File: src/rtl/aud_pkg.sv
// Shared types and constants for the audio codec bring-up path: sequencer states,
// configuration word layout and the default codec bus address.
package aud_pkg;

  localparam logic [6:0]  CodecDevAddr = 7'h1A;
  localparam int unsigned RegAddrWidth = 7;
  localparam int unsigned RegDataWidth = 9;
  localparam int unsigned CfgWordWidth = RegAddrWidth + RegDataWidth;

  typedef logic [CfgWordWidth-1:0] cfg_word_t;

  typedef enum logic [2:0] {
    StIdle,
    StWaitReady,
    StSendB0,
    StSendB1,
    StWaitStop,
    StGap,
    StDone,
    StError
  } seq_state_e;

  // Codec registers take a 7-bit address and 9-bit data packed into two bus bytes.
  function automatic cfg_word_t cfg_word(input logic [RegAddrWidth-1:0] addr,
                                         input logic [RegDataWidth-1:0] data);
    return {addr, data};
  endfunction

endpackage

File: src/rtl/codec_cfg_rom.sv
// Combinational init table for the audio codec; entries at or beyond NUM_REGS read as zero.
module codec_cfg_rom
  import aud_pkg::*;
#(
  parameter int unsigned NUM_REGS = 10
) (
  input  logic [3:0]  index,
  output logic [15:0] word
);

  cfg_word_t entry;

  always_comb begin
    entry = '0;
    case (index)
      4'd0:    entry = cfg_word(7'h0F, 9'h000); // soft reset
      4'd1:    entry = cfg_word(7'h06, 9'h010); // power down: all up except out
      4'd2:    entry = cfg_word(7'h00, 9'h017); // left line in, 0 dB
      4'd3:    entry = cfg_word(7'h01, 9'h017); // right line in, 0 dB
      4'd4:    entry = cfg_word(7'h02, 9'h079); // left headphone, 0 dB
      4'd5:    entry = cfg_word(7'h03, 9'h079); // right headphone, 0 dB
      4'd6:    entry = cfg_word(7'h04, 9'h012); // analog path: DAC select
      4'd7:    entry = cfg_word(7'h05, 9'h000); // digital path: unmute
      4'd8:    entry = cfg_word(7'h07, 9'h002); // I2S, 16-bit
      4'd9:    entry = cfg_word(7'h09, 9'h001); // activate
      default: entry = '0;
    endcase
    word = ({28'd0, index} < NUM_REGS) ? entry : '0;
  end

endmodule

File: src/rtl/codec_init_sequencer.sv
// Walks the codec init table, issuing one two-byte write per entry through a byte-level
// I2C controller, with an idle gap between writes and a per-transaction timeout.
module codec_init_sequencer
  import aud_pkg::*;
#(
  parameter logic [6:0]  DEV_ADDR       = CodecDevAddr,
  parameter int unsigned NUM_REGS       = 10,
  parameter int unsigned GAP_CYCLES     = 16,
  parameter int unsigned TIMEOUT_CYCLES = 4096
) (
  input  logic       clk,
  input  logic       reset,
  input  logic       start,
  input  logic       i2c_ready,
  input  logic       i2c_write_in_progress,
  output logic       i2c_enable,
  output logic       i2c_mode,
  output logic [6:0] i2c_addr,
  output logic [7:0] i2c_byte,
  output logic       busy,
  output logic       done,
  output logic       error,
  output logic [3:0] reg_index
);

  localparam logic [3:0]  LastIdx      = 4'(NUM_REGS - 1);
  localparam logic [7:0]  GapLast      = 8'(GAP_CYCLES - 1);
  localparam logic [15:0] TimeoutLimit = 16'(TIMEOUT_CYCLES);

  seq_state_e  state_q, state_d;
  logic        start_q, wip_q;
  logic [15:0] tmo_q, tmo_d, tmo_inc;
  logic [7:0]  gap_q, gap_d;
  logic        enable_q, enable_d;
  logic [7:0]  byte_q, byte_d;
  logic        busy_q, busy_d;
  logic        done_q, done_d;
  logic        error_q, error_d;
  logic [3:0]  idx_q, idx_d;

  logic        start_rise, wip_rise, timed_out;
  logic [15:0] rom_word;
  logic [7:0]  byte0, byte1;

  codec_cfg_rom #(
    .NUM_REGS(NUM_REGS)
  ) u_rom (
    .index(idx_q),
    .word (rom_word)
  );

  assign byte0      = rom_word[15:8];
  assign byte1      = rom_word[7:0];
  assign start_rise = start & ~start_q;
  assign wip_rise   = i2c_write_in_progress & ~wip_q;
  assign timed_out  = (tmo_q >= TimeoutLimit);
  assign tmo_inc    = (tmo_q == 16'hFFFF) ? tmo_q : tmo_q + 16'd1;

  always_comb begin
    state_d  = state_q;
    tmo_d    = '0;
    gap_d    = '0;
    enable_d = enable_q;
    byte_d   = byte_q;
    busy_d   = busy_q;
    done_d   = done_q;
    error_d  = error_q;
    idx_d    = idx_q;

    unique case (state_q)
      StIdle, StDone, StError: begin
        if (start_rise) begin
          state_d = StWaitReady;
          idx_d   = '0;
          done_d  = 1'b0;
          error_d = 1'b0;
          busy_d  = 1'b1;
        end
      end
      StWaitReady: begin
        tmo_d = tmo_inc;
        if (i2c_ready) begin
          enable_d = 1'b1;
          byte_d   = byte0;
          state_d  = StSendB0;
        end else if (timed_out) begin
          state_d = StError;
        end
      end
      StSendB0: begin
        tmo_d    = tmo_inc;
        enable_d = 1'b1;
        byte_d   = byte0;
        // The controller latched byte0 on this edge, so byte1 must be staged now.
        if (wip_rise) begin
          byte_d  = byte1;
          state_d = StSendB1;
        end else if (timed_out) begin
          state_d = StError;
        end
      end
      StSendB1: begin
        tmo_d  = tmo_inc;
        byte_d = byte1;
        if (wip_rise) begin
          enable_d = 1'b0;
          state_d  = StWaitStop;
        end else if (timed_out) begin
          state_d = StError;
        end
      end
      StWaitStop: begin
        tmo_d = tmo_inc;
        if (i2c_ready) begin
          if (idx_q < LastIdx) begin
            state_d = StGap;
          end else begin
            state_d = StDone;
            done_d  = 1'b1;
            busy_d  = 1'b0;
          end
        end else if (timed_out) begin
          state_d = StError;
        end
      end
      StGap: begin
        gap_d = gap_q + 8'd1;
        if (gap_q == GapLast) begin
          gap_d   = '0;
          idx_d   = idx_q + 4'd1;
          state_d = StWaitReady;
        end
      end
      default: state_d = StIdle;
    endcase

    if (state_d == StError && state_q != StError) begin
      error_d  = 1'b1;
      busy_d   = 1'b0;
      enable_d = 1'b0;
    end
  end

  always_ff @(posedge clk) begin
    if (reset) begin
      state_q  <= StIdle;
      start_q  <= 1'b0;
      wip_q    <= 1'b0;
      tmo_q    <= '0;
      gap_q    <= '0;
      enable_q <= 1'b0;
      byte_q   <= 8'h00;
      busy_q   <= 1'b0;
      done_q   <= 1'b0;
      error_q  <= 1'b0;
      idx_q    <= '0;
    end else begin
      state_q  <= state_d;
      start_q  <= start;
      wip_q    <= i2c_write_in_progress;
      tmo_q    <= tmo_d;
      gap_q    <= gap_d;
      enable_q <= enable_d;
      byte_q   <= byte_d;
      busy_q   <= busy_d;
      done_q   <= done_d;
      error_q  <= error_d;
      idx_q    <= idx_d;
    end
  end

  assign i2c_enable = enable_q;
  assign i2c_mode   = 1'b1;
  assign i2c_addr   = DEV_ADDR;
  assign i2c_byte   = byte_q;
  assign busy       = busy_q;
  assign done       = done_q;
  assign error      = error_q;
  assign reg_index  = idx_q;

endmodule

File: config.mk
export PLATFORM = sky130hd
export DESIGN_NAME = codec_init_sequencer
export DESIGN_NICKNAME = d
export VERILOG_FILES = /design/src/rtl/aud_pkg.sv /design/src/rtl/codec_cfg_rom.sv /design/src/rtl/codec_init_sequencer.sv
export SDC_FILE = /design/constraint.sdc
export NUM_CORES = 1
export LEC_CHECK = 0
export ABC_AREA = 1
export CORE_ASPECT_RATIO = 2
export CORE_UTILIZATION = 55
export DETAILED_ROUTE_END_ITERATION = 12
export PLACE_DENSITY = 0.87
export SETUP_SLACK_MARGIN = 0.5
export SLEW_MARGIN = 0
export SYNTH_ARGS = -nofsm -noshare
export SYNTH_HDL_FRONTEND = slang
export SYNTH_SLANG_ARGS = --single-unit
export TNS_END_PERCENT = 100
File: constraint.sdc
create_clock -name clk -period 2.59 [get_ports clk]
set_clock_uncertainty 0.1 [all_clocks]
set_input_delay 0.3885 -clock clk [delete_from_list [all_inputs] [get_ports clk]]
set_output_delay 0.3885 -clock clk [all_outputs]
set_load 0.05 [all_outputs]
# After elaboration in Yosys (flattened, before gate mapping)
# Memories as Yosys holds them, arrays and structs flattened. A register that Yosys moved wholly into a read port is not among the register bits.
# Cells that the tools add are included.
[op_classes]
n_addsub = 3
order_cmp = 3
n_eq_ne = 17
n_mux = 31
bitwise_logic = 6
reduce_logical = 17
[ops]
columns = ["operator", "count"]
rows = [
  ["case mux 8 bit (3 select lines)", 1],
  ["2-to-1 mux 3 bit", 7],
  ["case mux 3 bit (6 select lines)", 1],
  ["adder 16 x 1 -> 16 bit (second input constant)", 1],
  ["equality test 16 bit (second input constant)", 1],
  [">= comparator 16 x 13 -> 1 bit (second input constant)", 1],
  ["2-to-1 mux 16 bit", 1],
  ["2-to-1 mux 4 bit", 4],
  ["2-to-1 mux 8 bit", 2],
  ["equality test 3 bit (second input constant)", 5],
  ["inequality test 2 bit (second input constant)", 6],
  ["2-to-1 mux 1 bit", 10],
  ["adder 8 x 1 -> 8 bit (second input constant)", 1],
  ["equality test 8 x 4 -> 1 bit (second input constant)", 1],
  ["less-than comparator 4 bit (second input constant)", 2],
  ["case mux 4 bit (2 select lines)", 1],
  ["nonzero test 2 bit", 4],
  ["equality test 3 x 2 -> 1 bit (second input constant)", 2],
  ["AND reduction 3 bit", 2],
  ["OR reduction 3 bit", 2],
  ["adder 4 x 1 -> 4 bit (second input constant)", 1],
  ["NOT 1 bit", 4],
  ["case mux 1 bit (2 select lines)", 2],
  ["AND reduction 2 bit", 2],
  ["11 further kinds", 13],
]
[totals]
regBits = 45
romBits = 176
word_cells = 89
mem_count = 1
[mem_list]
columns = ["memory", "words", "word_bits", "read_ports", "rd_clocked_by_memory_dff", "write_ports", "line_no", "text"]
rows = [
  ["(name not given)", 16, 11, 1, 1, 0, "codec_cfg_rom.sv:15", "case (index)"],
]

# Logic depth before layout (Yosys ltp)
# Gate-level depths: netlist of run 1.
[depth]
word_depth = 8
ltp_mapped = 15

# By module
# From an unflattened synthesis of run 1, not the netlist that was laid out.
[unflattened]
hier_cells = 409
hier_area_um2 = 2716.4
[by_module_without_submodules]
columns = ["module", "instances", "cells_per_inst", "area_per_inst_um2"]
rows = [
  ["codec_init_sequencer", 1, 354, 2402.3],
  ["codec_cfg_rom", 1, 55, 314.1],
]

# Worst setup path before layout of run 1
# No wires, ideal clock.
[synth_path]
path_kind = "register to register"
startpoint = "register idx_q[1], in the netlist reg_index[1]"
endpoint = "register, netlist name u_rom.entry[0]"
setup_ps = 119
arrival_ps = 1943
t_required_ps = 2371
path_slack_ps = 428
stages_incl_launch_ff = 9
path_cell_list = "dfxtp_1 > inv_1 > ha_1 > a22oi_1 > nor2_2 > inv_1 > ha_1 > nand2_1 > o21ai_1"
[synth_between]
elab_chain_len = 5
[synth_rtl]
columns = ["element", "line_no", "text"]
rows = [
  ["start: declaration", "codec_init_sequencer.sv:39", "logic [3:0] idx_q, idx_d;"],
  ["start signal: assignment", "codec_init_sequencer.sv:168", "idx_q <= idx_d;"],
  ["adder 4 x 1 -> 4 bit", "codec_init_sequencer.sv:130", "idx_d = idx_q + 4'd1;"],
  ["2-to-1 mux 4 bit", "codec_init_sequencer.sv:128", "if (gap_q == GapLast) begin"],
  ["case mux 4 bit (2 select lines)", "codec_init_sequencer.sv:70", "unique case (state_q)"],
  ["2-to-1 mux 4 bit (no line) (*) (2 in series)", "n/a", ""],
]
# Mark *: on every way between the ends. The rest lies on a longest branch, timed or not. The select of a mux whose other input is x is not followed.
# A chain may end at the register's enable or synchronous reset.

# Worst setup path after layout of run 1
[layout_path]
startpoint = "register idx_q[2], in the netlist reg_index[2]"
endpoint = "output port reg_index[2]"
[layout_rtl]
columns = ["element", "line_no", "text"]
rows = [
  ["end: declaration", "codec_init_sequencer.sv:23", "output logic [3:0] reg_index"],
]
# No word-level cell between the ends.

==> flow_metrics.tcl, run 1 <==
set metrics [dict create \
    grt_pass1_vias 2555 \
    die_x_um 52.7 \
    via_per_inst 5.28 \
    postSynthAreaPerCell_um2 7.10 \
    syn_area_mm2 0.00283 \
    nNetsFinal 449 \
    num_vias 2593 \
    netlist_instances 399 \
    synth_top_area_share_pct 36.8 \
    die_area_mm2 0.00546 \
    die_h_um 103 \
    fin_setup_tns_ns 0 \
    ys_ff_latch 52 \
    synthDistinctLibCells 34 \
    crit_start "reg_index[2]" \
    max_stage_delay_ns 0.84 \
    coreArea_mm2 0.00491 \
    cts_tree "done" \
    synth_edf_count 0 \
    gp_congestion 0.906 \
    reg2reg_depth 13 \
    worst-r2r-setup-slack_ns 0.57 \
    maxCapViolations 0 \
    grt_overflow 0 \
    crit_cells 1 \
    fmaxAchievable_mhz 490 \
    timing.hold.ws_ns 0.365 \
    clock_latency_ns 0.32 \
    grt_antenna_before_repair 0 \
    worstPathRequired_ns 2.10 \
    worst_setup_path_end_kind "primary output" \
    p_leak_nw 1.51 \
    wl_um 6550 \
    final_cell_area_mm2 0.00332 \
    start_util_pct 57.7 \
    synth_warnings 0 \
    num_io_pins 29 \
    grt_pass1_wl_um 10600 \
    rows 36 \
    drive_gt1_share_pct 18.7 \
    hpwl_um 4950 \
    synth_common_cells "nand2_1, inv_1, dfxtp_1, nor2_1, nand3_1" \
    ys_async_sr_fraction_pct 0 \
    clkTransAtPathRegs_ns 0.10 \
    path_buf_inv 1 \
    slowest_stage "clkdlybuf4s50_1" \
    yosys-top-cells-area "dfxtp_1, nand2_1, inv_1" \
    p_per_area_mw_per_mm2 829 \
    drc 0 \
    worstPathMaxFanout 4 \
    cts_max_level 2 \
    critical_path.cell_chain "clkdlybuf4s50_1" \
    final.period_utilization_pct 78.7 \
    clock_path_buffers 2 \
    critical_path_class "reg -> out" \
    rsz0062_at_grt "no" \
    wire_per_inst_um 13.3 \
    crit_path_end "reg_index[2]" \
    antenna_cells 0 \
    ys.flop_type "dfxtp_1" \
    drtIter0Drc 51 \
    status "complete, no violations" \
    cp.arrival_ns 1.55 \
    synth_top_area_cell "dfxtp_1" \
    synth.yosys.seq_area_share_pct 36.8 \
    worst_pin_slew_ns 0.547 \
    ctsHoldBuffers 0 \
    numPortBuffers 19 \
    grtUsageTotal_pct 26.0 \
    finalSetupViolations 0 \
    yosysMostFrequentCell "nand2_1" \
    cts_made_buffers 5 \
    start_kind "register" \
    grt_max_degree 20 \
    antenna_left 0 \
    layout_min_cycle_time_ns 2.04 \
    slew_headroom_pct 63.4 \
    vdd_drop_max_mv 0.623 \
    placedInstanceArea_mm2 0.00307 \
    dr.pass1.iters 4 \
    r2r_start "gap_q[0]" \
    cts_sinks 52 \
    slew_viol_final 0 \
    timing.rr.end "u_rom.entry[1]" \
    crit_family "buffers and inverters" \
    hold_viol 0 \
    cts_root_buf "clkbuf_8" \
    hold_class "reg -> reg" \
    syn_to_final_growth_pct 17.2 \
]
-- tightest hold or removal path: cells and delay by family (launching register included) --
kind	cells	cell delay, ns
flops	1	0.32
simple gates	2	0.11
-- through the flow --
stage / setup WS [ns] / total power (W) / utilization (%) / instances
after detailed placement: 0.154 / 0.00218 / 62.6 / 475
final: 0.551 / 0.00275 / 67.6 / 491
after global placement: 0.238 / 0.00215 / 62.6 / 475
after floorplan: 0.534 / 0.00189 / - / 406
after global routing: 0.473 / 0.00292 / 67.6 / 491
after CTS: 0.515 / 0.00268 / 64.7 / 483
-- sequential cells by signal, summed over array words and instances, names as in the netlist --
| signal | cells |
|---|---|
| tmo_q | 16 |
| u_rom.entry | 9 |
| gap_q | 8 |
| i2c_byte | 6 |
| reg_index | 4 |
| state_q | 3 |
| busy | 1 |
| done | 1 |
| error | 1 |
| i2c_enable | 1 |
| start_q | 1 |
| wip_q | 1 |
-- power by group --
group | switching, W | internal (W)
clock network | 0.000307 | 0.000205
logic | 0.000801 | 0.000397
registers | 0.000103 | 0.000939
total | 0.00121 | 0.00154
-- layout by cell type (no fill, tap or decap), drive strengths merged --
cell type	netlist	layout
or2	2	2
nand3b	1	1
a21oi	18	18
inv	69	72
ha	11	11
a22oi	1	1
clkdlybuf4s50	0	18
nand4	6	6
a31oi	6	6
xnor2	3	3
nand3	35	35
o211ai	1	1
nor2	48	48
nor3	10	10
dlygate4sd2	0	1
dfxtp	52	52
buf	10	12
a211oi	1	1
o21bai	1	1
xor2	7	7
nor4	1	1
nand2	85	85
conb	2	9
clkbuf	1	5
o21ai	28	28
-- how the worst min path moves through the flow --
stage,startpoint,end,slack [ns],depth (start not counted)
2_1_floorplan,gap_q[0],gap_q[0],0.32,1
3_3_place_gp,gap_q[0],gap_q[0],0.33,1
3_5_place_dp,gap_q[0],gap_q[0],0.34,1
4_1_cts,gap_q[0],gap_q[0],0.36,1
5_1_grt,error,error,0.38,2
6_report,error,error,0.36,2
-- layer usage --
| layer | track usage (%) | routed length, um | vias to the layer above |
|---|---|---|---|
| met2 | 51.4 | 3740 | 54 |
| met3 | 3.65 | 125 | 27 |
| li1 | - | - | 1318 |
| met1 | 22.8 | 2290 | 1194 |
| met4 | 16.4 | 395 | 0 |
| met5 | 0 | 0 | - |
-- kinds of logic (layout without fill, tap and decap cells) --
kind of cell	after synthesis	after routing	share of synthesized area, %
AOI/OAI and AO/OA	56	56	12.0
xor gates and xnor gates	10	10	3.09
adders and majority gates	11	11	4.86
buffers and inverters	80	108	12.1
DFF	52	52	36.8
other	2	9	0.265
and+or+nand+nor	188	188	30.9
-- what timing repair did --
item                                    in CTS  in global routing
endpoints found under the setup margin       8                  9
pin swaps                                    0                  6
resized for setup                            4                 26
buffers inserted                             0                  8
-- final cells by class --
type                            instances  area, um^2
Sequential cell                        52        1060
Tap cell                               57        71.3
Multi-Input combinational cell        274        1550
Clock buffer                            5        68.8
Timing Repair Buffer                   31         279
Fill cell                             401        1590
Inverter                               69         267
Clock inverter                          3        28.8
Note: power is estimated with default switching activity, not from simulation.
==> run 2: changes to the inputs <==
Clock period 2.59 ns to 2.1 ns, I/O delays scaled along.
==> run 2 against run 1 <==
- cell area rose by 18%
- flip-flop and latch count did not move
- core utilization grew 12 points
- die area stayed put
- combinational power is 59% higher
- global-route usage is 3.1 points higher
- sequential power increased by 23%
- hold slack better by 0.0091 ns
- wire length up 40%
- critical path type is now reg -> reg
- largest cell class unchanged
- largest power group unchanged
==> flow_metrics.tcl, run 2 (synthesized netlist as in run 1, its figures left out) <==
set metrics [dict create \
    ctsHoldBuffers 0 \
    numPortBuffers 19 \
    critical_path_class "reg -> reg" \
    final.period_utilization_pct 94.4 \
    antenna_left 0 \
    grt_pass1_vias 2810 \
    wire_per_inst_um 17.4 \
    grtUsageTotal_pct 29.1 \
    die_area_mm2 0.00546 \
    placedInstanceArea_mm2 0.00324 \
    worstPathRequired_ns 2.22 \
    worst_setup_path_end_kind "register" \
    slew_viol_final 0 \
    grt_max_degree 19 \
    drive_gt1_share_pct 39.9 \
    drtIter0Drc 140 \
    p_leak_nw 1.76 \
    clkTransAtPathRegs_ns 0.11 \
    start_kind "register" \
    layout_common_cells "nand2_1, inv_1, buf_4" \
    grt_antenna_before_repair 0 \
    maxCapViolations 0 \
    grt_overflow 0 \
    final_cell_area_mm2 0.00393 \
    cts_sinks 52 \
    hold_class "reg -> reg" \
    utilization_pct 80.0 \
    vdd_drop_max_mv 0.918 \
    syn_to_final_growth_pct 38.7 \
    layout_min_cycle_time_ns 1.98 \
    nNetsFinal 486 \
    cts_root_buf "clkbuf_8" \
    worstPathMaxFanout 4 \
    start_util_pct 57.7 \
    fmaxAchievable_mhz 504 \
    layout_commonest_cell "nand2_1" \
    dpl.cell_count 486 \
    timing.hold.ws_ns 0.374 \
    num_vias 2954 \
    hold_viol 0 \
    coreArea_mm2 0.00491 \
    wl_um 9180 \
    finalSetupViolations 0 \
    clock_path_buffers 2 \
    cts_made_buffers 5 \
    rows 36 \
    via_per_inst 5.59 \
    p_per_area_mw_per_mm2 967 \
    die_x_um 52.7 \
    drc 0 \
    antenna_cells 0 \
    fin_setup_tns_ns 0 \
    fin_cells 528 \
    grt_pass1_wl_um 11600 \
    cts_tree "done" \
    cp.arrival_ns 2.10 \
    gp_congestion 0.904 \
    cts_max_level 2 \
    worst-r2r-setup-slack_ns 0.12 \
    top_register "tmo_q" \
    num_io_pins 29 \
    largest_reg_flops 16 \
    status "complete, no violations" \
    die_h_um 103 \
    clock_latency_ns 0.32 \
    dr.pass1.iters 4 \
    rsz0062_at_grt "yes" \
    hpwl_um 5140 \
    fill_cells 308 \
]
run 2: cell count changes in the layout (fill, tap and decap cells not counted), moves of 9 or more:
| cell | change |
|---|---|
| buf_6 | +9 |
| nand2_1 | -16 |
| nand2_2 | +13 |
| buf_4 | +26 |
| clkdlybuf4s50_1 | -14 |
run 2: layout make-up:
type                       instances  area (um^2)  share of cell area (%)
clock buffer                       5         68.8                    1.75
clock inverter                     3         26.3                   0.669
inverter                          69          272                    6.91
multi-input combinational        275         1850                    47.1
sequential                        52         1070                    27.4
tap                               57         71.3                    1.82
timing repair buffer              67          567                    14.4
run 2: final timing paths:
kind	start	to	cells past startpoint
hold / removal	done	done	2
setup reg to reg	gap_q[1]	u_rom.entry[9]	13
setup / recovery	gap_q[1]	u_rom.entry[9]	13
hold reg to reg	done	done	2
run 2: timing repair:
action | CTS | global route
resized for setup | 65 | 89
gates cloned | 1 | 0
buffers inserted | 23 | 10
setup endpoints to repair | 59 | 48
pin swaps | 12 | 25
run 2: critical path, cell delays in order (launching register included):
cell,delay (ns)
dfxtp_2,0.37
ha_4,0.15
nand2_2,0.04
inv_2,0.07
nand2_4,0.06
nor2_4,0.15
nand2_4,0.09
nand2_4,0.09
o21ai_4,0.06
nor2_4,0.17
inv_4,0.07
ha_4,0.26
nand3b_1,0.11
nand3_2,0.08
run 2: through the flow:
step           worst slack [ns]  power, W
2_1_floorplan             0.212   0.00237
3_3_place_gp             -0.132   0.00276
3_5_place_dp             -0.241   0.00279
4_1_cts                   0.208   0.00344
5_1_grt                  0.0382   0.00397
6_report                  0.117   0.00380
run 2: metal layers:
metal	GRT usage (%)	vias to the layer above	share of wire (%)	wire length [um]
met2	59.6	106	60	5490
met5	0	-	0	0
met3	4.53	47	2.7	247
li1	-	1394	-	-
met1	23.4	1407	32	2920
met4	18.4	0	5.6	512
run 2: where the power goes:
part | switching [W] | leakage [nW] | total (W) | internal [W]
Combinational | 0.00125 | 1.28 | 0.00191 | 0.000657
Sequential | 0.000118 | 0.433 | 0.00128 | 0.00116
Clock | 0.000367 | 0.0487 | 0.000610 | 0.000244
==> run 3: changes to the inputs <==
Settings changed: ABC_AREA 1 to unset.
==> run 3 against run 2 <==
- the flow now finishes with violations (setup timing)
- critical path depth is 3 lower
- global-route usage is 6.1 points higher
- register-to-register slack worse by 0.27 ns
- fmax is 13% lower
- cell count is 15% lower
- combinational power is 19% lower
- via count is 5.0% lower
- core utilization is 5.6 points higher
- flip-flop and latch count stayed put
- sequential share of layout area is 0.30 points lower
- clock power is 4.6% lower
==> flow_metrics.tcl, run 3 <==
set metrics [dict create \
    ys_ff_latch 52 \
    dr.pass1.iters 5 \
    ys.flop_type "dfxtp_1" \
    synthDistinctLibCells 63 \
    layout_common_cells "buf_4, dfxtp_1, nor2_1" \
    clock_latency_ns 0.31 \
    r2r_start "state_q[2]" \
    grtUsageTotal_pct 35.3 \
    drive_gt1_share_pct 47.1 \
    antenna_cells 0 \
    vdd_drop_max_mv 0.734 \
    syn_to_final_growth_pct 47.8 \
    ctsHoldBuffers 0 \
    critical_path.cell_chain "clkdlybuf4s50_1 > nand2b_1 > a21o_4 > nand2_4 > mux2_4 > inv_2 > ha_1 > nand2_1 > nor3_1 > a311o_1" \
    largest_reg_flops 16 \
    wl_um 9830 \
    die_area_mm2 0.00519 \
    critical_path_class "in -> reg" \
    synth.yosys.seq_area_share_pct 38.7 \
    drtIter0Drc 118 \
    start_util_pct 57.9 \
    num_io_pins 29 \
    wire_per_inst_um 21.9 \
    die_x_um 51.4 \
    grt_pass1_wl_um 13400 \
    fmaxAchievable_mhz 438 \
    nNetsFinal 408 \
    dpl.cell_count 411 \
    slowest_stage "clkdlybuf4s50_1" \
    placedInstanceArea_mm2 0.00330 \
    via_per_inst 6.27 \
    yosysMostFrequentCell "dfxtp_1" \
    num_vias 2807 \
    rows 35 \
    cts_max_level 2 \
    maxCapViolations 0 \
    syn_area_mm2 0.00269 \
    final.period_utilization_pct 109 \
    postSynthAreaPerCell_um2 8.84 \
    slew_viol_final 0 \
    start_kind "input pin" \
    grt_antenna_before_repair 0 \
    cts_made_buffers 5 \
    min_from "done" \
    p_leak_nw 1.63 \
    final_cell_area_mm2 0.00397 \
    cts_sinks 52 \
    max_stage_delay_ns 0.55 \
    yosys-top-cells-area "dfxtp_1, ha_1, nor2_1" \
    hold_class "reg -> reg" \
    timing.hold.ws_ns 0.355 \
    cp.arrival_ns 2.43 \
    ys_async_sr_fraction_pct 0 \
    fin_ws_ns -0.182 \
    layout_commonest_cell "buf_4" \
    failed_checks "setup timing" \
    cts_tree "done" \
    hold_viol 0 \
    gp_congestion 0.904 \
    fin_setup_tns_ns -0.648 \
    cts_root_buf "clkbuf_8" \
    clkTransAtPathRegs_ns 0.10 \
    synth_edf_count 0 \
    antenna_left 0 \
    hpwl_um 4870 \
    grt_pass1_vias 2886 \
    coreArea_mm2 0.00464 \
    die_h_um 101 \
    finalSetupViolations 7 \
    synth_top_area_share_pct 38.7 \
    synth_top_area_cell "dfxtp_1" \
    top_register "tmo_q" \
    finalPower_w 0.00331 \
    layout_min_cycle_time_ns 2.28 \
    worstPathMaxFanout 5 \
    grt_overflow 0 \
    numPortBuffers 19 \
    synth_warnings 0 \
    worst_setup_path_end_kind "register" \
    netlist_instances 304 \
    fin_cells 448 \
    rsz0062_at_grt "yes" \
    worstPathRequired_ns 2.25 \
    drc 0 \
    clock_path_buffers 2 \
    crit_start "start" \
    synth_common_cells "dfxtp_1, nor2_1, nand2_1, nand3_1" \
    status "finished, violations left" \
    p_per_area_mw_per_mm2 832 \
    grt_max_degree 17 \
]
==> run 3: cell count changes after synthesis, sizes merged, moves of 5 or more <==
cell    previous run  this run
a21oi             18        13
nor2b              0         7
nor2              48        36
nand2             85        24
inv               69        13
a22oi              1         6
xor2               7        13
and3               0        12
o21ai             28         6
xnor2              3         8
a22o               0         5
nand3             35        14
nand2b             0         5
==> run 3: metal layers <==
layer	GRT usage [%]	vias up	wire length [um]
met1	31.8	1336	3110
met2	65.7	170	5210
met4	26.2	0	932
li1	-	1225	-
met5	0	-	0
met3	6.18	76	566
==> run 3: layout make-up <==
type	count	area, um^2
flip-flops and latches	52	1070
repair buffers	92	753
multi-input cells	228	1940
fillers	232	671
clock buffers	6	72.6
well taps	55	68.8
clock inverters	2	16.3
inverters	13	48.8
==> run 3: power by group <==
group	total [W]	switching, W	internal (W)
clock	0.000582	0.000344	0.000238
combinational	0.00154	0.000897	0.000645
sequential	0.00118	0.0000824	0.00110
total	0.00331	0.00132	0.00198
==> run 3: path summary, 6_finish.rpt <==
kind,end,slack [ns],cells after the start
worst max-delay path,u_rom.entry[1],-0.18,10
worst min register to register,done,0.35,2
worst max register to register,u_rom.entry[1],-0.15,9
worst min-delay path,done,0.35,2
==> run 3: kinds of logic after synthesis <==
family | share of synthesized area [%]
compound gates | 14.2
xor+xnor | 7.12
fa+ha+maj | 5.12
buf+inv | 5.96
flops | 38.7
mux | 2.05
other cells | 0.279
simple gates | 26.5
==> run 3: through the flow <==
step | utilization (%) | worst slack, ns
after floorplan | - | -0.0422
after global placement | 71.1 | -0.206
after detailed placement | 71.1 | -0.243
after CTS | 80.1 | -0.0257
after global routing | 85.6 | -0.225
final | 85.6 | -0.182
==> run 3: critical path, delay by kind of cell <==
family          cells  cell delay [ns]
mux                 1             0.36
buf+inv             2             0.64
compound gates      2             0.42
simple gates        4             0.54
fa+ha+maj           1             0.15
==> run 3: repair_timing <==
| action | CTS | global route |
|---|---|---|
| gates cloned | 0 | 1 |
| pin swaps | 16 | 17 |
| setup buffers | 19 | 9 |
| resized for setup | 81 | 55 |
| endpoints found under the setup margin | 61 | 59 |
